## src/rtl/sys_bus_arbiter_if.sv

```systemverilog
// System data bus bundle: two masters in, three slaves out.
// The arbiter takes the master modport, the surrounding system the slave one.
interface sys_bus_arbiter_if;
  logic        m0_req_i;
  logic        m0_we_i;
  logic [3:0]  m0_be_i;
  logic [31:0] m0_addr_i;
  logic [31:0] m0_wd_i;
  logic [31:0] m0_rd_o;
  logic        m0_ready_o;

  logic        m1_req_i;
  logic        m1_we_i;
  logic [3:0]  m1_be_i;
  logic [31:0] m1_addr_i;
  logic [31:0] m1_wd_i;
  logic [31:0] m1_rd_o;
  logic        m1_ready_o;

  logic [2:0]  s_req_o;
  logic        s_we_o;
  logic [3:0]  s_be_o;
  logic [31:0] s_wd_o;
  logic [31:0] s_addr_o;
  logic [31:0] s0_rd_i;
  logic [31:0] s1_rd_i;
  logic [31:0] s2_rd_i;
  logic [2:0]  s_ready_i;
  logic        err_o;

  modport master (
    input  m0_req_i, m0_we_i, m0_be_i, m0_addr_i, m0_wd_i,
    input  m1_req_i, m1_we_i, m1_be_i, m1_addr_i, m1_wd_i,
    input  s0_rd_i, s1_rd_i, s2_rd_i, s_ready_i,
    output m0_rd_o, m0_ready_o, m1_rd_o, m1_ready_o,
    output s_req_o, s_we_o, s_be_o, s_wd_o, s_addr_o, err_o
  );

  modport slave (
    output m0_req_i, m0_we_i, m0_be_i, m0_addr_i, m0_wd_i,
    output m1_req_i, m1_we_i, m1_be_i, m1_addr_i, m1_wd_i,
    output s0_rd_i, s1_rd_i, s2_rd_i, s_ready_i,
    input  m0_rd_o, m0_ready_o, m1_rd_o, m1_ready_o,
    input  s_req_o, s_we_o, s_be_o, s_wd_o, s_addr_o, err_o
  );
endinterface

```

## src/rtl/sys_bus_arbiter.sv

```systemverilog
// Round-robin two-master arbiter/sequencer for the system data bus.
// Optional BUS_TIMEOUT_EN aborts WAIT after TIMEOUT cycles with an error.
module sys_bus_arbiter #(
  parameter int unsigned TIMEOUT = 255
) (
  input  logic clk_i,
  input  logic resetn_i,
  sys_bus_arbiter_if.master bus
);

  typedef enum logic [1:0] {
    IDLE,
    ACCESS,
    WAIT,
    RESP
  } state_e;

  state_e      state_q, state_d;
  logic        gnt_q, gnt_d;
  logic        last_q, last_d;
  logic        we_q, we_d;
  logic        err_q, err_d;
  logic [3:0]  be_q, be_d;
  logic [31:0] addr_q, addr_d;
  logic [31:0] wd_q, wd_d;
  logic [31:0] rd_q, rd_d;

  logic [2:0]  hit;
  logic        hit_rdy;
  logic [31:0] hit_rd;
  logic        win;
  logic        resp;
  logic        rdy0, rdy1;

`ifdef BUS_TIMEOUT_EN
  localparam int CW = (TIMEOUT > 255) ? $clog2(TIMEOUT + 1) : 8;
  localparam logic [CW-1:0] TO_LAST = CW'(TIMEOUT - 1);
  logic [CW-1:0] cnt_q, cnt_d;
`endif

  always_comb begin
    hit = 3'b000;
    case (addr_q[31:24])
      8'h00:   hit = 3'b001;
      8'h03:   hit = 3'b010;
      8'h07:   hit = 3'b100;
      default: hit = 3'b000;
    endcase
  end

  assign hit_rdy = |(hit & bus.s_ready_i);

  always_comb begin
    hit_rd = '0;
    unique case (1'b1)
      hit[0]:  hit_rd = bus.s0_rd_i;
      hit[1]:  hit_rd = bus.s1_rd_i;
      hit[2]:  hit_rd = bus.s2_rd_i;
      default: hit_rd = '0;
    endcase
  end

  // On a tie the master not served last wins; alone, the requester wins.
  assign win = (bus.m0_req_i && bus.m1_req_i) ? ~last_q : ~bus.m0_req_i;

  always_comb begin
    state_d = state_q;
    gnt_d   = gnt_q;
    last_d  = last_q;
    we_d    = we_q;
    be_d    = be_q;
    addr_d  = addr_q;
    wd_d    = wd_q;
    rd_d    = rd_q;
    err_d   = err_q;
`ifdef BUS_TIMEOUT_EN
    cnt_d   = cnt_q;
`endif
    unique case (state_q)
      IDLE: begin
        if (bus.m0_req_i || bus.m1_req_i) begin
          gnt_d   = win;
          we_d    = win ? bus.m1_we_i   : bus.m0_we_i;
          be_d    = win ? bus.m1_be_i   : bus.m0_be_i;
          addr_d  = win ? bus.m1_addr_i : bus.m0_addr_i;
          wd_d    = win ? bus.m1_wd_i   : bus.m0_wd_i;
          state_d = ACCESS;
        end
      end
      ACCESS: begin
        if (hit == 3'b000) begin
          rd_d    = '0;
          err_d   = 1'b1;
          state_d = RESP;
        end else if (hit_rdy) begin
          rd_d    = hit_rd;
          state_d = RESP;
        end else begin
          state_d = WAIT;
`ifdef BUS_TIMEOUT_EN
          cnt_d   = '0;
`endif
        end
      end
      WAIT: begin
        if (hit_rdy) begin
          rd_d    = hit_rd;
          state_d = RESP;
        end
`ifdef BUS_TIMEOUT_EN
        else if (cnt_q == TO_LAST) begin
          rd_d    = 32'hDEAD_BEEF;
          err_d   = 1'b1;
          state_d = RESP;
        end else begin
          cnt_d   = cnt_q + 1'b1;
        end
`endif
      end
      RESP: begin
        last_d  = gnt_q;
        err_d   = 1'b0;
        state_d = IDLE;
      end
      default: state_d = IDLE;
    endcase
  end

  always_ff @(posedge clk_i or negedge resetn_i) begin
    if (!resetn_i) begin
      state_q <= IDLE;
      gnt_q   <= 1'b0;
      last_q  <= 1'b1;
      we_q    <= 1'b0;
      be_q    <= '0;
      addr_q  <= '0;
      wd_q    <= '0;
      rd_q    <= '0;
      err_q   <= 1'b0;
    end else begin
      state_q <= state_d;
      gnt_q   <= gnt_d;
      last_q  <= last_d;
      we_q    <= we_d;
      be_q    <= be_d;
      addr_q  <= addr_d;
      wd_q    <= wd_d;
      rd_q    <= rd_d;
      err_q   <= err_d;
    end
  end

`ifdef BUS_TIMEOUT_EN
  always_ff @(posedge clk_i or negedge resetn_i) begin
    if (!resetn_i) cnt_q <= '0;
    else           cnt_q <= cnt_d;
  end
`endif

  assign resp = (state_q == RESP);
  assign rdy0 = resp & ~gnt_q;
  assign rdy1 = resp & gnt_q;

  assign bus.s_req_o    = (state_q == ACCESS) ? hit : 3'b000;
  assign bus.s_we_o     = we_q;
  assign bus.s_be_o     = be_q;
  assign bus.s_wd_o     = wd_q;
  assign bus.s_addr_o   = {8'h00, addr_q[23:0]};
  assign bus.m0_ready_o = rdy0;
  assign bus.m1_ready_o = rdy1;
  assign bus.m0_rd_o    = rdy0 ? rd_q : '0;
  assign bus.m1_rd_o    = rdy1 ? rd_q : '0;
  assign bus.err_o      = resp & err_q;

endmodule

```

## src/flat_wrapper.sv

```systemverilog
// flat-port wrapper written by rule: the top's interface ports become plain ports
module sys_bus_arbiter_flat 
#(
  parameter int unsigned TIMEOUT = 255
)
  (clk_i, resetn_i, bus_m0_req_i, bus_m0_we_i, bus_m0_be_i, bus_m0_addr_i, bus_m0_wd_i, bus_m1_req_i, bus_m1_we_i, bus_m1_be_i, bus_m1_addr_i, bus_m1_wd_i, bus_s0_rd_i, bus_s1_rd_i, bus_s2_rd_i, bus_s_ready_i, bus_m0_rd_o, bus_m0_ready_o, bus_m1_rd_o, bus_m1_ready_o, bus_s_req_o, bus_s_we_o, bus_s_be_o, bus_s_wd_o, bus_s_addr_o, bus_err_o);
  sys_bus_arbiter_if bus_i ();
  input  logic clk_i;
  input  logic resetn_i;
  input wire logic [$bits(bus_i.m0_req_i)-1:0] bus_m0_req_i;
  input wire logic [$bits(bus_i.m0_we_i)-1:0] bus_m0_we_i;
  input wire logic [$bits(bus_i.m0_be_i)-1:0] bus_m0_be_i;
  input wire logic [$bits(bus_i.m0_addr_i)-1:0] bus_m0_addr_i;
  input wire logic [$bits(bus_i.m0_wd_i)-1:0] bus_m0_wd_i;
  input wire logic [$bits(bus_i.m1_req_i)-1:0] bus_m1_req_i;
  input wire logic [$bits(bus_i.m1_we_i)-1:0] bus_m1_we_i;
  input wire logic [$bits(bus_i.m1_be_i)-1:0] bus_m1_be_i;
  input wire logic [$bits(bus_i.m1_addr_i)-1:0] bus_m1_addr_i;
  input wire logic [$bits(bus_i.m1_wd_i)-1:0] bus_m1_wd_i;
  input wire logic [$bits(bus_i.s0_rd_i)-1:0] bus_s0_rd_i;
  input wire logic [$bits(bus_i.s1_rd_i)-1:0] bus_s1_rd_i;
  input wire logic [$bits(bus_i.s2_rd_i)-1:0] bus_s2_rd_i;
  input wire logic [$bits(bus_i.s_ready_i)-1:0] bus_s_ready_i;
  output wire logic [$bits(bus_i.m0_rd_o)-1:0] bus_m0_rd_o;
  output wire logic [$bits(bus_i.m0_ready_o)-1:0] bus_m0_ready_o;
  output wire logic [$bits(bus_i.m1_rd_o)-1:0] bus_m1_rd_o;
  output wire logic [$bits(bus_i.m1_ready_o)-1:0] bus_m1_ready_o;
  output wire logic [$bits(bus_i.s_req_o)-1:0] bus_s_req_o;
  output wire logic [$bits(bus_i.s_we_o)-1:0] bus_s_we_o;
  output wire logic [$bits(bus_i.s_be_o)-1:0] bus_s_be_o;
  output wire logic [$bits(bus_i.s_wd_o)-1:0] bus_s_wd_o;
  output wire logic [$bits(bus_i.s_addr_o)-1:0] bus_s_addr_o;
  output wire logic [$bits(bus_i.err_o)-1:0] bus_err_o;
  assign bus_i.m0_req_i = bus_m0_req_i;
  assign bus_i.m0_we_i = bus_m0_we_i;
  assign bus_i.m0_be_i = bus_m0_be_i;
  assign bus_i.m0_addr_i = bus_m0_addr_i;
  assign bus_i.m0_wd_i = bus_m0_wd_i;
  assign bus_i.m1_req_i = bus_m1_req_i;
  assign bus_i.m1_we_i = bus_m1_we_i;
  assign bus_i.m1_be_i = bus_m1_be_i;
  assign bus_i.m1_addr_i = bus_m1_addr_i;
  assign bus_i.m1_wd_i = bus_m1_wd_i;
  assign bus_i.s0_rd_i = bus_s0_rd_i;
  assign bus_i.s1_rd_i = bus_s1_rd_i;
  assign bus_i.s2_rd_i = bus_s2_rd_i;
  assign bus_i.s_ready_i = bus_s_ready_i;
  assign bus_m0_rd_o = bus_i.m0_rd_o;
  assign bus_m0_ready_o = bus_i.m0_ready_o;
  assign bus_m1_rd_o = bus_i.m1_rd_o;
  assign bus_m1_ready_o = bus_i.m1_ready_o;
  assign bus_s_req_o = bus_i.s_req_o;
  assign bus_s_we_o = bus_i.s_we_o;
  assign bus_s_be_o = bus_i.s_be_o;
  assign bus_s_wd_o = bus_i.s_wd_o;
  assign bus_s_addr_o = bus_i.s_addr_o;
  assign bus_err_o = bus_i.err_o;
  sys_bus_arbiter #(.TIMEOUT(TIMEOUT)) u_core (.clk_i(clk_i), .resetn_i(resetn_i), .bus(bus_i));
endmodule
```

## config.mk

```make
export PLATFORM = sky130hd
export DESIGN_NAME = sys_bus_arbiter_flat
export DESIGN_NICKNAME = d
export VERILOG_FILES = /design/src/rtl/sys_bus_arbiter_if.sv /design/src/rtl/sys_bus_arbiter.sv /design/src/flat_wrapper.sv
export SDC_FILE = /design/constraint.sdc
export NUM_CORES = 1
export LEC_CHECK = 0
export BUFFER_PORTS_ARGS = -buffer_cell sky130_fd_sc_hd__buf_2
export CORE_AREA = 2 2 146 148
export CTS_BUF_LIST = sky130_fd_sc_hd__clkbuf_4 sky130_fd_sc_hd__clkbuf_8
export CTS_CLUSTER_DIAMETER = 50
export DETAILED_ROUTE_END_ITERATION = 16
export DIE_AREA = 0 0 148 150
export RECOVER_POWER = 50
export SYNTH_ARGS = -nofsm -noshare
export SYNTH_HDL_FRONTEND = slang
export SYNTH_SLANG_ARGS = --single-unit
```

## constraint.sdc

```tcl
create_clock -name clk_i -period 2.2 [get_ports clk_i]
set_input_delay 0.44 -clock clk_i [delete_from_list [all_inputs] [get_ports clk_i]]
set_output_delay 0.44 -clock clk_i [all_outputs]
set_load 0.1 [all_outputs]
```

After elaboration in Yosys (flattened, before gate mapping)
Cells that the tools add are included.

Eq/ne operators: 8. Add/subtract/negate cells: 0. Divide/modulo/power cells: 0. Reduce and logical (&&, ||, !) cells: 11. Multiply operators: 0. Bitwise logic cells: 7. Mux-type cells: 20. Shifts and indexed selects: 0. $lt $le $gt $ge: 0.

Operators by type and width (number): 32-bit two-way mux (6); 32-bit one-hot mux with 3 select lines (1); 32-bit one-hot mux with 2 select lines (1); 3-bit one-hot mux with 3 select lines (1); 8-bit by 2-bit equality test with 1-bit output, second input constant (1); 8-bit by 3-bit equality test with 1-bit output, second input constant (1); 8-bit logical NOT (1); 2-bit one-hot mux with 4 select lines (1); 2-bit two-way mux (3); 2-bit by 1-bit inequality test with 1-bit output, second input constant (3); 2-bit AND reduction (3); 2-bit equality test, second input constant (2); 1-bit two-way mux (4); 4-bit two-way mux (1); 2-bit nonzero test (2); 1-bit bitwise AND (3); 3-bit bitwise AND (1); 3-bit logical NOT (1); 3-bit two-way mux (1); 1-bit NOT (3); 3-bit OR reduction (1); 2-bit by 1-bit equality test with 1-bit output, second input constant (1); 2-bit logical NOT (1); 1-bit one-hot mux with 2 select lines (1); 2 further kinds (2).

Memories: 0. Latch bits: 0. Logic and storage cells: 55. Input bits: 241. Bits in writable memories: 0. Memory bits (read-only): 0. Register bits after elaboration: 106. Output and inout port bits: 139.

Logic depth before layout (Yosys ltp)
Gate-level depths: netlist of run 1.

Depth in word-level cells: 7. Gate-level depth with buffers: 8. Depth with buffers taken out: 6.

Worst setup path before layout of run 1
No wires, ideal clock.

Path kind: register -> output. From: register u_core.addr_q[29]. To: output port bus_s_req_o[1]. Required time: 1.760 ns. Arrival: 3.279 ns. Path slack: -1.519 ns. Stages on the path, launching flop included: 5. Cell sequence: dfrtp_1 -> or4_4 -> nor2_1 -> nand2_1 -> nor3_1.

Cells in the longest elaborated chain, start to end: 3. Elaborated cells on any way between the ends: 5. Classes of those cells: eq/ne (2); mux (2); reduce/logical (1).

Ends and longest elaborated chain: start, declared (line sys_bus_arbiter.sv:24) `logic [31:0] addr_q, addr_d;`; start signal, assigned (line sys_bus_arbiter.sv:146) `addr_q <= addr_d;`; 8-bit by 3-bit equality test with 1-bit output, or another cell as far along (line sys_bus_arbiter.sv:43) `case (addr_q[31:24])`; 3-bit one-hot mux with 3 select lines * (line sys_bus_arbiter.sv:43); 3-bit two-way mux * (line sys_bus_arbiter.sv:164) `assign bus.s_req_o = (state_q == ACCESS) ? hit : 3'b000;`; end, declared (line flat_wrapper.sv:28) `output wire logic [$bits(bus_i.s_req_o)-1:0] bus_s_req_o;`.

Every way passes the cells marked *; elsewhere a longest branch is shown, timed or not.

Worst setup path after layout of run 1
Ends and elaborated chain as after synthesis.

==> results of run 1 <==
-- worst max-delay path, cell delays in order, from the launching register on --
cell and delay, ps:
dfrtp_1 400, or4_4 570, nor2_4 130, nand2_4 90, nor3_4 170, buf_12 200
-- stage by stage --
stage / setup WS, ps / TNS [ps]
6_report: -183 / -687
2_1_floorplan: -241 / -1080
5_1_grt: -260 / -7560
3_3_place_gp: 152 / 0
3_5_place_dp: 136 / 0
4_1_cts: -216 / -893
-- layout by cell type, fill, tap and decap left out, types with 8 or more instances in the layout --
cell	Yosys	routed
nand2_1	72	71
clkbuf_2	0	45
buf_12	0	77
dfrtp_1	105	103
nor2_1	35	33
buf_4	32	19
mux2i_1	102	102
a21oi_1	34	34
o21ai_0	74	72
clkbuf_8	0	9
conb_1	1	8
and3_2	0	27
and2_2	0	17
o2bb2ai_1	28	28
and2_4	0	15
buf_2	11	257
-- power by group through the flow --
stage	registers (mW)	clock network (mW)	logic, mW
2_1_floorplan	5.34	0	4.78
3_3_place_gp	3.08	0	8.54
3_5_place_dp	3.09	0	8.63
6_report	3.07	1.27	8.74
4_1_cts	3.07	1.33	8.83
5_1_grt	3.16	1.40	9.28
-- logic make-up (layout without fill, tap and decap cells) --
kind of cell / count (synthesis) / in the layout / synth area share, %
AND/OR/NAND/NOR: 184 / 184 / 14.7
AO/OA/AOI/OAI: 149 / 149 / 15.4
flip-flops: 106 / 106 / 43.9
multiplexers: 103 / 103 / 17.1
buffers and inverters: 87 / 424 / 7.99
adder cells (fa/ha/maj): 4 / 4 / 0.828
other: 1 / 8 / 0.0621
-- final timing paths --
path	depth (start not counted)	slack [ps]	from	end
max	5	-180	u_core.addr_q[29]	bus_s_req_o[1]
min	1	220	resetn_i	u_core.bus.s_wd_o[15]
max reg2reg	6	-30	u_core.state_q[0]	u_core.addr_q[7]
min reg2reg	2	480	u_core.bus.s_wd_o[9]	u_core.bus.s_wd_o[9]
max in group asynchronous	2	440	resetn_i	u_core.addr_q[9]
min in group clk_i	3	330	bus_s0_rd_i[26]	u_core.rd_q[26]
-- repair_timing --
item                       CTS  global route
cloned                       2             0
hold endpoints to repair     0             0
buffers inserted             5             2
setup endpoints to repair   66            71
pin swaps                   11             1
resized for setup           17             3
-- state kept, by name, indices dropped and copies added (netlist names) --
name and cells:
u_core.gnt_q 1, u_core.bus.s_wd_o 32, u_core.addr_q 32, u_core.err_q 1
u_core.bus.s_be_o 4, u_core.state_q 2, u_core.bus.s_we_o 1, u_core.rd_q 32
u_core.last_q 1
-- layer usage --
metal / part of all wire (%) / up-vias / routed length (um) / global-route usage, %
met5: 0 / - / 0 / 0
met4: 1.5 / 0 / 300 / 5.52
met3: 6.8 / 15 / 1340 / 3.05
met2: 50 / 252 / 9890 / 31.2
met1: 41 / 2577 / 8150 / 21.3
li1: - / 2840 / - / -
-- layout make-up --
| type | instances | area, um2 | area share [%] |
|---|---|---|---|
| sequential | 106 | 2660 | 27.7 |
| clock inverter | 5 | 63.8 | 0.665 |
| clock buffer | 11 | 139 | 1.45 |
| timing repair buffer | 402 | 3260 | 34.0 |
| tap | 275 | 344 | 3.59 |
| multi-input combinational | 448 | 3110 | 32.4 |
| inverter | 6 | 22.5 | 0.235 |
==> metrics, run 1 <==
Non-Filler Instances 1,253; Sw Ratio 59.8%; num rows 53; vias in the first global route 5,513; WHS 222 ps; IO Pins 380; CP Launch Type flop; RSZ-0062 raised after global routing true; gr usage total 17.4%; Clk pwr share 9.7%; Initial Utilization 29.2%; Worst Tran Pin Value 1050 ps; top_reg_cell synth dfrtp_1; Worst Clk Skew 16.3 ps; critical path capture point type output pin; cells after synthesis 634; power share of the combinational group 66.8%; Max-slew headroom 29.8%; CTS Hold Bufs 0; Die Wd 148 um; internal power 5.26 mW; Pwr Density 1360 nW/um2; Die H 150 um; Vias 5,684; layout cell share with drive strength beyond 1 50.9%; Final ANT Viol Nets 0; final core utilization 46.4%; max-slew violations 0; drt pass-1 iters 4; drt wl/cell 15.7 um; Critical Path Fanout Max 3; Yosys warning count 0; Worst EP arrival 1940 ps; Hold Violations, Final 0; Worst-path clk slew 110 ps; Routed WL 19.7 mm; period utilisation layout 108%; Post-Syn Area 6040 um2; CTS tree yes; Yosys cell types 35; Pwr Total 13.1 mW; crit path kind flop to output pin; initial antenna violation count 0; FF+latch count, synth 106; VDD IR max 1.01 mV; Area contributors post-synth dfrtp_1, mux2i_1, o21ai_0, nand2_1, o2bb2ai_1; Iter 0 DRT Violations 160; Max Freq 0.420 GHz; Sequential Power Share 23.5%; Layout area overhead 58.8%; P_sw 7.83 mW; cell taking the most area after synthesis dfrtp_1; diode count 0; Worst Path Required 1760 ps; Mean Syn Cell Area 9.53 um2; final worst slack -183 ps; Period minus WS final 2380 ps; sequential fraction of the synthesis area 43.9%; pin count of the biggest net entering global routing 73; Worst Hold Class input pin to async pin; root buffer cell clkbuf_8; Post-synth EDFFs 0; max-cap viol count 0; Worst-Skew Late Latency 380 ps; area of the die 22,200 um2; first-pass GRT wire length 30.0 mm; final net count 1,218; detailed placement HPWL 15.3 mm; most frequent cell after synthesis dfrtp_1; H-tree depth 3; Setup violations, final 22; top-area cell type share of the netlist area 43.5%; Non-Filler Cell Area, Final 9600 um2; Sink Count 106; area of the core 20,700 um2; most common library cells after synthesis dfrtp_1, mux2i_1, o21ai_0; Vias/cell 4.54; failing checks negative setup slack; clock buffer depth 2; gr ovfl total 0; fraction of registers with async set/reset 100%; status finished with violations; global placer's final weighted congestion 0.830; DP Cell Count 1,228; Inserted Clock Buffers 9; number of fillers in the final layout 1,986; LEAKAGE 4.90 nW; DRC viols 0; IO Port Bufs 371; area post-placement 9260 um2
(Power assumes the default switching activity.)
==> run 2, diff against run 1 <==
--- a/config.mk
+++ b/config.mk
@@ -6,11 +6,11 @@
 export NUM_CORES = 1
 export LEC_CHECK = 0
 export BUFFER_PORTS_ARGS = -buffer_cell sky130_fd_sc_hd__buf_2
-export CORE_AREA = 2 2 146 148
+export CORE_AREA = 2 2 150 152
 export CTS_BUF_LIST = sky130_fd_sc_hd__clkbuf_4 sky130_fd_sc_hd__clkbuf_8
 export CTS_CLUSTER_DIAMETER = 50
 export DETAILED_ROUTE_END_ITERATION = 16
-export DIE_AREA = 0 0 148 150
+export DIE_AREA = 0 0 152 154
 export RECOVER_POWER = 50
 export SYNTH_ARGS = -nofsm -noshare
 export SYNTH_HDL_FRONTEND = slang
==> run 2 against run 1 <==
  * The run still ends with negative setup slack left
  * Sequential power grew 1%
  * First-iteration DRC count increased by 13%
  * Clock-buffer cell count fell by 2
  * Cell area hardly changed
  * Die area grew 5.4%
  * Wire length grew 7.5%
  * Utilization down 2.1 points
  * Power up 3.0%
  * Register-to-register slack improved by 30 ps
  * Sequential share of layout area barely moved
  * Final cell count increased by 0.40%
  * Critical endpoint unchanged
  * Largest power group unchanged
==> metrics, run 2 (synthesis gave the netlist of run 1 again) <==
Sink Count 106 (unchanged); Die H 154 um (was 150 um); met3 Use GR 4.00% (was 3.05%); Max-slew headroom 1.92% (was 29.8%); crit path kind flop to output pin (unchanged); worst-case reg-to-reg path depth 8 (was 6); Period minus WS final 2360 ps (was 2380 ps); Worst Path Required 1760 ps (about the same); max-slew violations 0 (unchanged); FF-to-FF setup slack 0 ps (was -30 ps); drt pass-1 iters 5 (was 4); Die Wd 152 um (was 148 um); area of the die 23,400 um2 (was 22,200 um2); global route hottest layer met2 (unchanged); CP Launch Type flop (unchanged); Inserted Clock Buffers 9 (unchanged); initial antenna violation count 3 (was 0); Max Freq 0.424 GHz (was 0.420 GHz); Worst Tran Pin Value 1470 ps (was 1050 ps); Iter 0 DRT Violations 181 (was 160); VDD IR max 1.62 mV (was 1.01 mV); most frequent cells in the layout buf_2, dfrtp_1, mux2i_1 (unchanged); gr ovfl total 0 (unchanged); max-cap viol count 0 (unchanged); Vias/cell 4.58 (was 4.54); M2 GR Usage 32.2% (was 31.2%); Vias 5,764 (was 5,684); final net count 1,217 (was 1,218); Setup violations, final 4 (was 22); gr usage total 17.6% (was 17.4%); Reg-to-Reg Start u_core.state_q[0] (unchanged); worst reg2reg endpoint u_core.state_q[0] (was u_core.addr_q[7]); Pwr Density 1400 nW/um2 (was 1360 nW/um2); Worst Hold Class input pin to flop (was input pin to async pin); Worst Hold End u_core.rd_q[28]; Worst-Skew Late Latency 390 ps (was 380 ps); commonest non-fill, non-tap cell in the layout buf_2 (unchanged); CTS tree yes (unchanged); Initial Utilization 27.9% (was 29.2%); Worst-path clk slew 120 ps (was 110 ps); Hold Violations, Final 0 (unchanged); final worst slack -160 ps (was -183 ps); num rows 54 (was 53); Critical Path Fanout Max 3 (unchanged); Hold Crit Start bus_s0_rd_i[28]; Worst Clk Skew 21.6 ps (was 16.3 ps); first-pass GRT wire length 32.2 mm (was 30.0 mm); clock buffer depth 2 (unchanged); layout cell share with drive strength beyond 1 51.0% (was 50.9%); period utilisation layout 107% (was 108%); IO Port Bufs 371 (unchanged); H-tree depth 3 (unchanged); LEAKAGE 4.93 nW (was 4.90 nW); RSZ-0062 raised after global routing true (unchanged); DRC viols 0 (unchanged); failing checks negative setup slack (unchanged); area of the core 21,700 um2 (was 20,700 um2); critical path capture point type output pin (unchanged); Routed WL 21.1 mm (was 19.7 mm); detailed placement HPWL 16.0 mm (was 15.3 mm); root buffer cell clkbuf_8 (unchanged); Pwr Total 13.5 mW (was 13.1 mW); status finished with violations (unchanged); GRT met1 Usage 20.4% (was 21.3%); Final ANT Viol Nets 0 (unchanged); Layout area overhead 58.9% (was 58.8%); drt wl/cell 16.8 um (was 15.7 um); pin count of the biggest net entering global routing 107 (was 73); IO Pins 380 (unchanged); dpl ws -171 ps (was 136 ps); CTS Hold Bufs 0 (unchanged); global placer's final weighted congestion 0.789 (was 0.830); Worst EP arrival 1920 ps (was 1940 ps); vias in the first global route 5,600 (was 5,513); Hold Path Depth 3
## run 2: layout make-up
type	instances	area, um2
clock inverters	7	67.6
multi-input cells	449	3150
flip-flops and latches	106	2660
fillers	2126	12100
clock buffers	9	124
repair buffers	400	3240
diodes	1	2.50
well taps	280	350
inverters	6	22.5
## run 2: power breakdown
group	leakage, nW	total, mW	internal, mW	switching, mW
Combinational	3.47	9.15	2.25	6.90
Sequential	1.36	3.11	2.66	0.453
Clock	0.0993	1.21	0.443	0.768
## run 2: what timing repair did
item / 4_1_cts / 5_1_grt
resized for setup: 9 / 14
buffers inserted: 4 / 4
pin swaps: 2 / 2
endpoints found under the setup margin: 36 / 68
cloned: 1 / 2
## run 2: per-stage QoR
stage          instances  util, %  TNS, ps  area [um2]  hold slack [ps]
3_5_place_dp        1230     42.5    -1160        9230              465
5_1_grt             1257     44.3    -2940        9600              293
4_1_cts             1251     43.8     -523        9500              112
6_report            1258     44.3     -411        9600              312
3_3_place_gp        1230     42.5     -772        9230              457
2_1_floorplan        641        -    -1080        6200              144
## run 2: metal layers
layer / part of all wire (%) / up-vias
li1: - / 2844
met1: 39 / 2621
met2: 52 / 270
met3: 6.4 / 25
met4: 2.0 / 4
met5: 0.12 / -
## run 2: critical path, cell delays in order (launching register included)
cell and delay, ps:
dfrtp_1 390, or4_4 560, nor2_4 130, nand2_4 90
nor3_4 160, buf_12 200
## run 2: worst max path at each step
stage	start	end	slack, ps	cells past startpoint
2_1_floorplan	u_core.addr_q[29]	bus_s_req_o[1]	-240	4
3_3_place_gp	u_core.state_q[0]	bus_m0_rd_o[25]	-110	5
3_5_place_dp	u_core.state_q[0]	bus_m0_rd_o[23]	-170	5
4_1_cts	u_core.addr_q[29]	bus_s_req_o[1]	-200	5
5_1_grt	u_core.addr_q[29]	bus_s_req_o[1]	-280	5
6_report	u_core.addr_q[29]	bus_s_req_o[1]	-160	5
==> run 3, diff against run 2 <==
--- a/config.mk
+++ b/config.mk
@@ -12,6 +12,7 @@
 export DETAILED_ROUTE_END_ITERATION = 16
 export DIE_AREA = 0 0 152 154
 export RECOVER_POWER = 50
+export SKIP_CTS_REPAIR_TIMING = 1
 export SYNTH_ARGS = -nofsm -noshare
 export SYNTH_HDL_FRONTEND = slang
 export SYNTH_SLANG_ARGS = --single-unit
==> constraint.sdc (replaced) <==
create_clock -name clk_i -period 2.2 [get_ports clk_i]
set_input_delay 0.44 -clock clk_i [delete_from_list [all_inputs] [get_ports clk_i]]
set_output_delay 0.44 -clock clk_i [all_outputs]
set_load 0.02 [all_outputs]
==> run 3 against run 2 <==
  * Clock power up 8%
  * Critical path type unchanged
  * Power down 32%
  * The flow still finishes with violations (negative setup slack)
  * Die area is the same
  * Highest routed layer is now met4
  * Non-clock buffer count decreased by 2
  * Wire length fell by 3.9%
==> metrics, run 3 (synthesis gave the netlist of run 1 again) <==
max-slew violations 0 (unchanged); Routed WL 20.3 mm (was 21.1 mm); FF-to-FF setup slack 90 ps (was 0 ps); Max-slew headroom 5.10% (was 1.92%); first-pass GRT wire length 31.0 mm (was 32.2 mm); drt wl/cell 16.2 um (was 16.8 um); Hold Crit Start bus_s0_rd_i[25] (was bus_s0_rd_i[28]); num rows 54 (unchanged); worst-case reg-to-reg path depth 6 (was 8); internal power 4.79 mW (was 5.35 mW); area of the die 23,400 um2 (unchanged); vias in the first global route 5,560 (was 5,600); Non-Filler Instances 1,254 (was 1,258); root buffer cell clkbuf_8 (unchanged); Hold Path Depth 3 (unchanged); WHS 309 ps (was 312 ps); area post-placement 8080 um2 (was 9230 um2); LEAKAGE 4.47 nW (was 4.93 nW); worst-path cell chain or4_4, nor2_4, nand2_2, nor3_1, buf_2 (was or4_4, nor2_4, nand2_4, nor3_4, buf_12); failing checks negative setup slack (unchanged); Worst Clk Skew 21.2 ps (was 21.6 ps); max-cap viol count 0 (unchanged); DRC viols 0 (unchanged); Hold Violations, Final 0 (unchanged); Sink Count 106 (unchanged); Buf+Inv Stages, Crit Path 1 (unchanged); Worst Hold Class input pin to flop (unchanged); critical path's slowest cell or4_4 (unchanged); crit-path leading delay family simple AND/OR/NAND/NOR gates (unchanged); clock buffer depth 2 (unchanged); VDD IR max 0.619 mV (was 1.62 mV); Vias/cell 4.51 (was 4.58); Worst Hold End u_core.rd_q[25] (was u_core.rd_q[28]); Inserted Clock Buffers 9 (unchanged); P_sw 4.36 mW (was 8.12 mW); RSZ-0062 raised after global routing true (unchanged); Layout area overhead 36.6% (was 58.9%); Pwr Density 1110 nW/um2 (was 1400 nW/um2); drt pass-1 iters 4 (was 5); diode count 0 (was 1); final core utilization 38.0% (was 44.3%); CTS tree yes (unchanged); Critical Path Fanout Max 3 (unchanged); Worst Tran Pin Value 1420 ps (was 1470 ps); worst reg2reg endpoint u_core.bus.s_wd_o[28] (was u_core.state_q[0]); detailed placement HPWL 16.2 mm (was 16.0 mm); setup TNS -201 ps (was -411 ps); Sw Ratio 47.7% (was 60.3%); gr ovfl total 0 (unchanged); Max Freq 0.438 GHz (was 0.424 GHz); Vias 5,658 (was 5,764); Non-Filler Cell Area, Final 8250 um2 (was 9600 um2); Reg-to-Reg Start u_core.state_q[0] (unchanged); Setup violations, final 3 (was 4); pin count of the biggest net entering global routing 67 (was 107); power share of the combinational group 52.0% (was 67.9%); global placer's final weighted congestion 0.766 (was 0.789); Final ANT Viol Nets 0 (unchanged); H-tree depth 3 (unchanged); final net count 1,214 (was 1,217); Die Wd 152 um (unchanged); most frequent cells in the layout buf_2, dfrtp_1, mux2i_1 (unchanged); Initial Utilization 27.9% (unchanged); critical path capture point type output pin (unchanged); dpl ws 271 ps (was -171 ps); CP Launch Type flop (unchanged); status finished with violations (unchanged); crit path kind flop to output pin (unchanged); area of the core 21,700 um2 (unchanged); Worst-path clk slew 130 ps (was 120 ps); Sequential Power Share 33.7% (was 23.1%); Clk pwr share 14.3% (was 9.0%); period utilisation layout 104% (was 107%); layout cell share with drive strength beyond 1 37.7% (was 51.0%); number of fillers in the final layout 2,268 (was 2,126); Worst EP arrival 1840 ps (was 1920 ps); Pwr Total 9.15 mW (was 13.5 mW); DP Cell Count 1,233 (was 1,230); gr usage total 17.0% (was 17.6%); final worst slack -84.5 ps (was -160 ps); commonest non-fill, non-tap cell in the layout buf_2 (unchanged); IO Port Bufs 371 (unchanged); Die H 154 um (unchanged); initial antenna violation count 0 (was 3); Period minus WS final 2280 ps (was 2360 ps); Worst-Skew Late Latency 390 ps (about the same); worst stage delay on the critical path 560 ps (about the same); Worst Path Required 1760 ps (about the same); IO Pins 380 (unchanged); Iter 0 DRT Violations 169 (was 181)
## run 3: power by group through the flow
stage / combinational [mW] / clock (mW) / sequential [mW]
global route: 5.25 / 1.47 / 3.19
finish: 4.76 / 1.31 / 3.08
global placement: 4.89 / 0 / 3.09
CTS: 4.96 / 1.39 / 3.08
floorplan: 3.16 / 0 / 3.42
detailed placement: 4.98 / 0 / 3.11
## run 3: metal layers
metal  wire, um  GRT usage (%)
met2      10400           31.0
met3       1190           3.24
met5          0              0
met4        435           6.14
met1       8280           19.9
## run 3: layout make-up
cell class              instances  area (um2)  share of cell area (%)
repair buffers                398        2040                    24.8
multi-input cells             448        2960                    35.9
clock buffers                   9         124                    1.50
inverters                       6        22.5                   0.273
well taps                     280         350                    4.25
clock inverters                 7        96.3                    1.17
flip-flops and latches        106        2660                    32.2
## run 3: how the worst max path moves through the flow
stage                       from         endpoint  slack, ps  depth (start not counted)
2_1_floorplan  u_core.addr_q[29]   bus_s_req_o[1]         50                          4
3_3_place_gp   u_core.addr_q[29]   bus_s_req_o[2]        280                          5
3_5_place_dp   u_core.addr_q[29]  u_core.rd_q[16]        270                          5
4_1_cts        u_core.addr_q[29]   bus_s_req_o[2]       -190                          5
5_1_grt        u_core.addr_q[29]   bus_s_req_o[2]       -180                          5
6_report       u_core.addr_q[29]   bus_s_req_o[2]        -80                          5
## run 3: tightest hold or removal path, cell delays in order
cell       delay [ps]
buf_2              80
a21oi_1            50
o2bb2ai_1         110
